<file path="config.mk">
export PLATFORM = sky130hd
export DESIGN_NAME = rgbw_scale_sequencer_flat
export DESIGN_NICKNAME = d
export VERILOG_FILES = /design/src/rtl/rgbw_scale_sequencer_if.sv /design/src/rtl/rgbw_scale_sequencer.sv /design/src/flat_wrapper.sv
export SDC_FILE = /design/constraint.sdc
export NUM_CORES = 1
export LEC_CHECK = 0
export BUFFER_PORTS_ARGS = -buffer_cell sky130_fd_sc_hd__buf_2
export CAP_MARGIN = 20
export CORE_AREA = 2 2 113 115
export DETAILED_ROUTE_END_ITERATION = 8
export DIE_AREA = 0 0 115 117
export GPL_TIMING_DRIVEN = 0
export PLACE_DENSITY = 0.73
export SYNTH_ARGS = -nofsm -noshare
export SYNTH_HDL_FRONTEND = slang
export SYNTH_SLANG_ARGS = --single-unit
</file>
<file path="constraint.sdc">
create_clock -name clk_i -period 4.2 [get_ports clk_i]
set_input_delay 0.84 -clock clk_i [delete_from_list [all_inputs] [get_ports clk_i]]
set_output_delay 0.84 -clock clk_i [all_outputs]
set_load 0.02 [all_outputs]
</file>
<file path="src/rtl/rgbw_scale_sequencer_if.sv">
// Multiplier handshake bundle shared by the channel sequencer (master) and mult8x8 (slave).
interface rgbw_scale_sequencer_if;
   logic        mult_ld;
   logic [7:0]  mult_a;
   logic [7:0]  mult_b;
   logic [15:0] mult_res;
   logic        mult_rdy;

   modport master (
      output mult_ld, mult_a, mult_b,
      input  mult_res, mult_rdy
   );

   modport slave (
      input  mult_ld, mult_a, mult_b,
      output mult_res, mult_rdy
   );
endinterface

</file>
<file path="src/rtl/rgbw_scale_sequencer.sv">
// Time-shares one 8x8 multiplier across R,G,B,W to scale set-points by intensity,
// then commits all four duty bytes atomically on a clk_half strobe.
module rgbw_scale_sequencer #(
   parameter int unsigned MULT_TIMEOUT = 16,
   parameter int unsigned TO_W         = 5
) (
   input  logic                          clk_i,
   input  logic                          reset_i,
   input  logic                          clk_half_i,
   input  logic                          start_i,
   input  logic [7:0]                    lint_i,
   input  logic [7:0]                    red_i,
   input  logic [7:0]                    green_i,
   input  logic [7:0]                    blue_i,
   input  logic [7:0]                    white_i,
   rgbw_scale_sequencer_if.master        mult_if,
   output logic [7:0]                    red_o,
   output logic [7:0]                    green_o,
   output logic [7:0]                    blue_o,
   output logic [7:0]                    white_o,
   output logic                          busy_o,
   output logic                          done_o,
   output logic                          err_o
);

   typedef enum logic [2:0] {StIdle, StLoad, StWait, StStore, StCommit} state_e;

   state_e           state_q, state_d;
   logic [1:0]       idx_q;
   logic [3:0][7:0]  snap_q;
   logic [7:0]       lint_q;
   logic [3:0][7:0]  shadow_q;
   logic [3:0][7:0]  out_q;
   logic [TO_W-1:0]  cnt_q;
   logic [15:0]      prod_q;
   logic             to_q;
   logic             pend_q;
   logic             err_q;

   logic             accept;
   logic             commit;
   logic             timeout_hit;
   logic [7:0]       scaled;

   assign timeout_hit = !mult_if.mult_rdy && (cnt_q == TO_W'(MULT_TIMEOUT - 1));
   // a*lint + a fits in 16 bits, so the top byte is the rounded-down a*(lint+1)/256.
   assign scaled = 8'((prod_q + {8'h00, snap_q[idx_q]}) >> 8);

   always_ff @(posedge clk_i) begin
      if (reset_i) begin
         state_q <= StIdle;
      end else begin
         state_q <= state_d;
      end
   end

   always_comb begin
      state_d = state_q;
      unique case (state_q)
         StIdle:   if (start_i || pend_q) state_d = StLoad;
         StLoad:   state_d = StWait;
         StWait:   if (mult_if.mult_rdy || timeout_hit) state_d = StStore;
         StStore:  state_d = (idx_q == 2'd3) ? StCommit : StLoad;
         StCommit: if (clk_half_i) state_d = StIdle;
         default:  state_d = StIdle;
      endcase
   end

   always_comb begin
      mult_if.mult_ld = (state_q == StLoad);
      busy_o          = (state_q != StIdle);
      commit          = (state_q == StCommit) && clk_half_i;
      done_o          = commit;
      accept          = (state_q == StIdle) && (start_i || pend_q);
   end

   assign mult_if.mult_a = snap_q[idx_q];
   assign mult_if.mult_b = lint_q;

   always_ff @(posedge clk_i) begin
      if (reset_i) begin
         idx_q    <= '0;
         snap_q   <= '0;
         lint_q   <= '0;
         shadow_q <= '0;
         out_q    <= '0;
         cnt_q    <= '0;
         prod_q   <= '0;
         to_q     <= 1'b0;
         pend_q   <= 1'b0;
         err_q    <= 1'b0;
      end else begin
         // Starts arriving while a run is in flight (including the commit cycle) merge into one.
         if (accept) begin
            pend_q <= 1'b0;
         end else if (start_i && (state_q != StIdle)) begin
            pend_q <= 1'b1;
         end

         if (accept) begin
            snap_q <= {white_i, blue_i, green_i, red_i};
            lint_q <= lint_i;
            idx_q  <= 2'd0;
            err_q  <= 1'b0;
         end

         if (state_q == StLoad) begin
            cnt_q <= '0;
            to_q  <= 1'b0;
         end

         if (state_q == StWait) begin
            if (mult_if.mult_rdy) begin
               prod_q <= mult_if.mult_res;
            end else if (timeout_hit) begin
               to_q  <= 1'b1;
               err_q <= 1'b1;
            end else begin
               cnt_q <= cnt_q + 1'b1;
            end
         end

         if (state_q == StStore) begin
            shadow_q[idx_q] <= to_q ? 8'h00 : scaled;
            if (idx_q != 2'd3) idx_q <= idx_q + 2'd1;
         end

         if (commit) out_q <= shadow_q;
      end
   end

   assign red_o   = out_q[0];
   assign green_o = out_q[1];
   assign blue_o  = out_q[2];
   assign white_o = out_q[3];
   assign err_o   = err_q;

endmodule

</file>
<file path="src/flat_wrapper.sv">
// flat-port wrapper written by rule: the top's interface ports become plain ports
module rgbw_scale_sequencer_flat 
#(
   parameter int unsigned MULT_TIMEOUT = 16,
   parameter int unsigned TO_W         = 5
)
  (clk_i, reset_i, clk_half_i, start_i, lint_i, red_i, green_i, blue_i, white_i, red_o, green_o, blue_o, white_o, busy_o, done_o, err_o, mult_if_mult_ld, mult_if_mult_a, mult_if_mult_b, mult_if_mult_res, mult_if_mult_rdy);
  rgbw_scale_sequencer_if mult_if_i ();
  input  logic clk_i;
  input  logic reset_i;
  input  logic clk_half_i;
  input  logic start_i;
  input  logic [7:0] lint_i;
  input  logic [7:0] red_i;
  input  logic [7:0] green_i;
  input  logic [7:0] blue_i;
  input  logic [7:0] white_i;
  output logic [7:0] red_o;
  output logic [7:0] green_o;
  output logic [7:0] blue_o;
  output logic [7:0] white_o;
  output logic busy_o;
  output logic done_o;
  output logic err_o;
  output wire logic [$bits(mult_if_i.mult_ld)-1:0] mult_if_mult_ld;
  output wire logic [$bits(mult_if_i.mult_a)-1:0] mult_if_mult_a;
  output wire logic [$bits(mult_if_i.mult_b)-1:0] mult_if_mult_b;
  input wire logic [$bits(mult_if_i.mult_res)-1:0] mult_if_mult_res;
  input wire logic [$bits(mult_if_i.mult_rdy)-1:0] mult_if_mult_rdy;
  assign mult_if_mult_ld = mult_if_i.mult_ld;
  assign mult_if_mult_a = mult_if_i.mult_a;
  assign mult_if_mult_b = mult_if_i.mult_b;
  assign mult_if_i.mult_res = mult_if_mult_res;
  assign mult_if_i.mult_rdy = mult_if_mult_rdy;
  rgbw_scale_sequencer #(.MULT_TIMEOUT(MULT_TIMEOUT), .TO_W(TO_W)) u_core (.clk_i(clk_i), .reset_i(reset_i), .clk_half_i(clk_half_i), .start_i(start_i), .lint_i(lint_i), .red_i(red_i), .green_i(green_i), .blue_i(blue_i), .white_i(white_i), .mult_if(mult_if_i), .red_o(red_o), .green_o(green_o), .blue_o(blue_o), .white_o(white_o), .busy_o(busy_o), .done_o(done_o), .err_o(err_o));
endmodule
</file>
== After elaboration in Yosys (flattened, before gate mapping) ==
Cells that the tools add are included.
Word-level totals
  bits in registers: 133
  input bits: 61
  output and inout bits: 52
  logic and storage cells: 74
Cells by class
  $add $sub $neg: 3
  order comparisons: 2
  eq/ne operators: 10
  mux-type cells: 26
  reductions and logical operators: 13
Operators with widths (number)
  $bwmux 32: 1
  $mux 8: 3
  $mux 5: 4
  $add 16x8->16: 1
  $bmux 8 s2: 1
  $demux 8 s2: 1
  $pmux 3 s5: 1
  $mux 3: 4
  $mux 1: 8
  $eq 3x2->1 const B: 2
  $mux 2: 3
  $add 5x1->5 const B: 1
  $eq 5x4->1 const B: 1
  $logic_and 1x1->1: 5
  $ne 2x1->1 const B: 2
  $ne 2x2->1 const B: 2
  $eq 3x1->1 const B: 1
  $eq 3x3->1 const B: 1
  $logic_not 3->1: 1
  $lt 2x3->1 const B: 1
  $reduce_and 3->1: 1
  $reduce_bool 3->1: 1
  $add 2x1->2 const B: 1
  $eq 2x2->1 const B: 1
  other kinds (5): 6

== Logic depth before layout (Yosys ltp) ==
  word-level depth: 6
  depth in mapped cells: 9
  depth with buffers taken out: 8

== Least setup slack after synthesis ==
No wires, ideal clock.
  path kind: flip-flop to flip-flop
  start: reg u_core.idx_q[0]
  end: reg u_core.shadow_q[13] in the netlist's numbering
  setup time: 0.117 ns
  data arrival time: 3.063 ns
  required time: 4.083 ns
  setup slack: 1.020 ns
  stages on the path, launching flop included: 10
  path buffers: 1
  clock period less this slack: 3.180 ns
  cell sequence: dfxtp_1 buf_1 mux4_2 ha_1 and3_1 a22oi_2 or4_1 nand2_1 o21ba_2 a22o_1
Between the ends
  longest elaborated chain between the ends: 5
  elaborated cells between the ends (all ways): 10
  classes of those cells: add/sub: 1; order compare: 2; mux: 6; reduce/logical: 1
RTL lines
  start: declaration: line rgbw_scale_sequencer.sv:29  | logic [1:0] idx_q;
  start signal: assignment: line rgbw_scale_sequencer.sv:125  | if (idx_q != 2'd3) idx_q <= idx_q + 2'd1;
  $bmux 8 s2
  $mux 8
  via mult_if_mult_a[2]: line flat_wrapper.sv:26  | output wire logic [$bits(mult_if_i.mult_a)-1:0] mult_if_mult_a;
  $add 16x8->16: line rgbw_scale_sequencer.sv:47  | assign scaled = 8'((prod_q + {8'h00, snap_q[idx_q]}) >> 8);
  $mux 8: line rgbw_scale_sequencer.sv:124  | shadow_q[idx_q] <= to_q ? 8'h00 : scaled;
  $bwmux 32: line rgbw_scale_sequencer.sv:124
  end signal: indexed assignment: line rgbw_scale_sequencer.sv:124
  end: declaration: line rgbw_scale_sequencer.sv:32  | logic [3:0][7:0] shadow_q;
The timed path passes the listed nets, and every way through them passes these cells. The select of a mux whose other input is x is not followed.
A chain may end at the register's enable or synchronous reset.

== Final worst setup path ==
  start: reg u_core.idx_q[0]
  end: reg u_core.shadow_q[2] in the netlist's numbering
Between the ends
  longest elaborated chain between the ends: 5
  elaborated cells between the ends (all ways): 10
  classes of those cells: add/sub: 1; order compare: 2; mux: 6; reduce/logical: 1
RTL lines (line)
  $bmux 8 s2, or another cell as far along: rgbw_scale_sequencer.sv:47
  $mux 8 (implied by the code) or $logic_and 1x1->1 (tied branches): rgbw_scale_sequencer.sv:47, rgbw_scale_sequencer.sv:124
  $add 16x8->16 or $mux 8 (tied branches): rgbw_scale_sequencer.sv:47, rgbw_scale_sequencer.sv:124
  $mux 8 or $demux 8 s2 (tied branches)
  $bwmux 32 *: rgbw_scale_sequencer.sv:124
Mark *: on every way between the ends. The rest lies on a longest branch, timed or not. The select of a mux whose other input is x is not followed.

==> reports/qor.txt <==
max layer used: met4
delay of the slowest critical-path stage: 0.62 ns
Layout Nets: 866
Max IR drop VDD: 308 uV
post-synthesis cell type count: 46
fin crit period: 3.57 ns
Crit Path Max Fanout: 10
status: complete, no violations
Core Util, Final: 55.0%
Final period util: 85.0%
Seq/Total Area, Yosys: 49.3%
die area: 13500 sq um
Final Worst Setup Slack: 0.630 ns
initial antenna violation count: 1
post-CTS setup buffers: 0
synthesized area: 5400 sq um
Total GRT Usage: 21.8%
Clock transition at path regs: 0.06 ns
YS warnings: 0
max_slew headroom: 51.5%
Comb pwr share: 13.2%
Sw Share: 25.7%
CTS tree: built
Arr. time, crit path: 3.93 ns
switching power: 0.865 mW
Final Skew: 0.00772 ns
total routed wirelength: 13.8 mm
Detail Route Antenna Nets: 0
worst-skew pair later-pin latency: 0.42 ns
Lkg Pwr: 2.67 nW
largest net degree at the start of global routing: 17
nature of the critical path endpoint: flop
fill count: 1152
first-pass GRT wire length: 22.7 mm
Gate Count Post-Synth: 662
Post-synth ARST share: 0%
drt first pass iters: 5
setup violators final: 0
via count: 5031
Die W: 115 microns
unrepaired setup endpoints after global routing: false
Site Rows: 41
cts-stage hold buffer count: 0
DRC Markers: 0
clock power share: 46.0%
Cell Pwr Density: 497 nW/um^2
routability cong.: 0.863
EDFF count, synth: 0
number of top-level pins: 113
max_cap viols: 0
Place WS: 0.637 ns
CP Cell Sequence: buf_1 > mux4_2 > ha_1 > and3_1 > a221o_1 > nand3_1 > a21oi_1 > a31oi_1 > a22o_1
Final Max Slew Viols: 0
Synthesized Nets: 736
DR vias/cell: 5.26
met1 WL: 6.21 mm
CTS sink cnt: 133
Int Power: 2.50 mW
CP Class: flop to flop
Area growth syn-to-layout: 25.3%
Root Buffer: clkbuf_16
final std cells w/o fill: 957
initial drt markers: 317
Worst Path Required: 4.56 ns
measured slew at the worst slew-check pin: 0.727 ns
HP Class: flop to flop
Worst Path Buf+Inv: 1
register bit total from synthesis: 133
htree depth: 4
max frequency: 0.280 GHz
vias in the first global route: 4730
die span in y: 117 microns
PortBufs: 111
dominant synthesized flop cell: dfxtp_1
Initial Util: 43.9%
Top delay family on crit path: compound AO/OA/AOI/OAI gates
met2 routed WL: 6.48 mm
core footprint: 12300 sq um
Seq pwr share: 40.8%
Worst setup SP type: flop
Num CTS Buffers: 17
Syn Area/Cell: 8.16 sq um
dpl hpwl: 10.2 mm
post_cts resized: 0
detailed-route wire length per cell: 14.5 microns
gr ovfl total: 0
CTS max path bufs: 2
dpl cells: 923
sum of negative setup slack: 0 ns
slowest CP cell: mux4_2
WL met3: 916 microns
final hold vios: 0
share of layout cells above drive strength 1: 18.9%
power by group through the flow:
stage               clock (mW)  combinational (mW)  sequential (mW)
floorplan                    0               0.288             1.40
finish                    1.55               0.443             1.38
detailed placement           0               0.440             1.40
global route              1.62               0.497             1.38
CTS                       1.57               0.444             1.37
global placement             0               0.436             1.40
worst register-to-register path, stage by stage, from the launching register on:
cell and delay (ns):
dfxtp_1 0.40, buf_1 0.58, mux4_2 0.63, ha_1 0.35
and3_1 0.22, a221o_1 0.38, nand3_1 0.10, a21oi_1 0.09
a31oi_1 0.54, a22o_1 0.22
path summary, 6_finish.rpt:
kind                            cells past startpoint  slack [ns]                  to         startpoint
worst max-delay path                                9        0.63  u_core.shadow_q[2]    u_core.idx_q[0]
worst min-delay path                                2        0.45   u_core.green_o[4]  u_core.green_o[4]
worst max register to register                      9        0.63  u_core.shadow_q[2]    u_core.idx_q[0]
worst min register to register                      2        0.45   u_core.green_o[4]  u_core.green_o[4]
cells by family (layout without fill, tap and decap cells):
family,count (synthesis),after routing,synth area share [%]
other,0,2,0
XOR/XNOR,2,2,0.324
AO/OA/AOI/OAI,168,168,18.2
multiplexers,8,8,3.33
AND/OR/NAND/NOR,285,285,22.2
flip-flops,133,133,49.3
adder cells (fa/ha/maj),13,13,3.01
buffers and inverters,53,196,3.75
metrics by stage:
stage	power (mW)	instance area [sq um]	hold slack, ns
after floorplan	1.69	5400	0.425
after global placement	1.83	6150	0.436
after detailed placement	1.84	6150	0.442
after CTS	3.38	6770	0.451
after global routing	3.50	6770	0.466
final	3.37	6770	0.448
sequential cells by signal (all words and copies together) (netlist names):
| name | count |
|---|---|
| u_core.blue_o | 8 |
| u_core.white_o | 8 |
| u_core.green_o | 8 |
| u_core.idx_q | 2 |
| u_core.cnt_q | 5 |
| u_core.shadow_q | 32 |
| u_core.prod_q | 16 |
| u_core.mult_if.mult_b | 8 |
| u_core.pend_q | 1 |
| u_core.snap_q | 32 |
| u_core.red_o | 8 |
| u_core.err_o | 1 |
| u_core.state_q | 3 |
| u_core.to_q | 1 |
cells in the mapped netlist, types with 3 or more instances:
cell        n  area share, %
o311ai_0    4           0.65
nor2_1     19            1.3
nor3_1     10           0.93
dfxtp_1   133             49
o21ai_0     9           0.83
nand4_1     5           0.58
ha_1       13            3.0
clkbuf_1   36            2.5
or3_1       3           0.35
a21oi_1   111             10
a22o_1     13            2.1
inv_1      14           0.97
mux4_2      8            3.3
o21a_1      3           0.42
o21ai_1     9           0.83
nand3_1    15            1.4
nand3b_1    8            1.1
nor4_1      5           0.58
nand2_1   209             15
layer usage:
metal  GRT usage (%)  up-vias
met4            8.43        0
met2            35.4      167
li1                -     2543
met1            27.7     2302
met5               0        -
met3            5.97       19
area by class of cell:
class                           count  area, sq um  share of cell area, %
Antenna cell                        2         5.00                 0.0739
Buffer                             39          150                   2.22
Clock buffer                       24          472                   6.97
Clock inverter                      8          148                   2.18
Inverter                           14         52.6                  0.776
Multi-Input combinational cell    476         2540                   37.5
Sequential cell                   133         2660                   39.3
Tap cell                          150          188                   2.77
Timing Repair Buffer              111          556                   8.20
cell usage in the layout, fill, tap and decap left out, types with 9 or more instances in the layout:
master	count
a21oi_1	111
a22o_1	13
buf_2	111
clkbuf_1	41
clkbuf_16	17
dfxtp_1	133
ha_1	13
inv_1	14
nand2_1	209
nand3_1	15
nor2_1	19
nor3_1	10
o21ai_0	9
o21ai_1	9
Note: power is estimated with default switching activity, not from simulation.
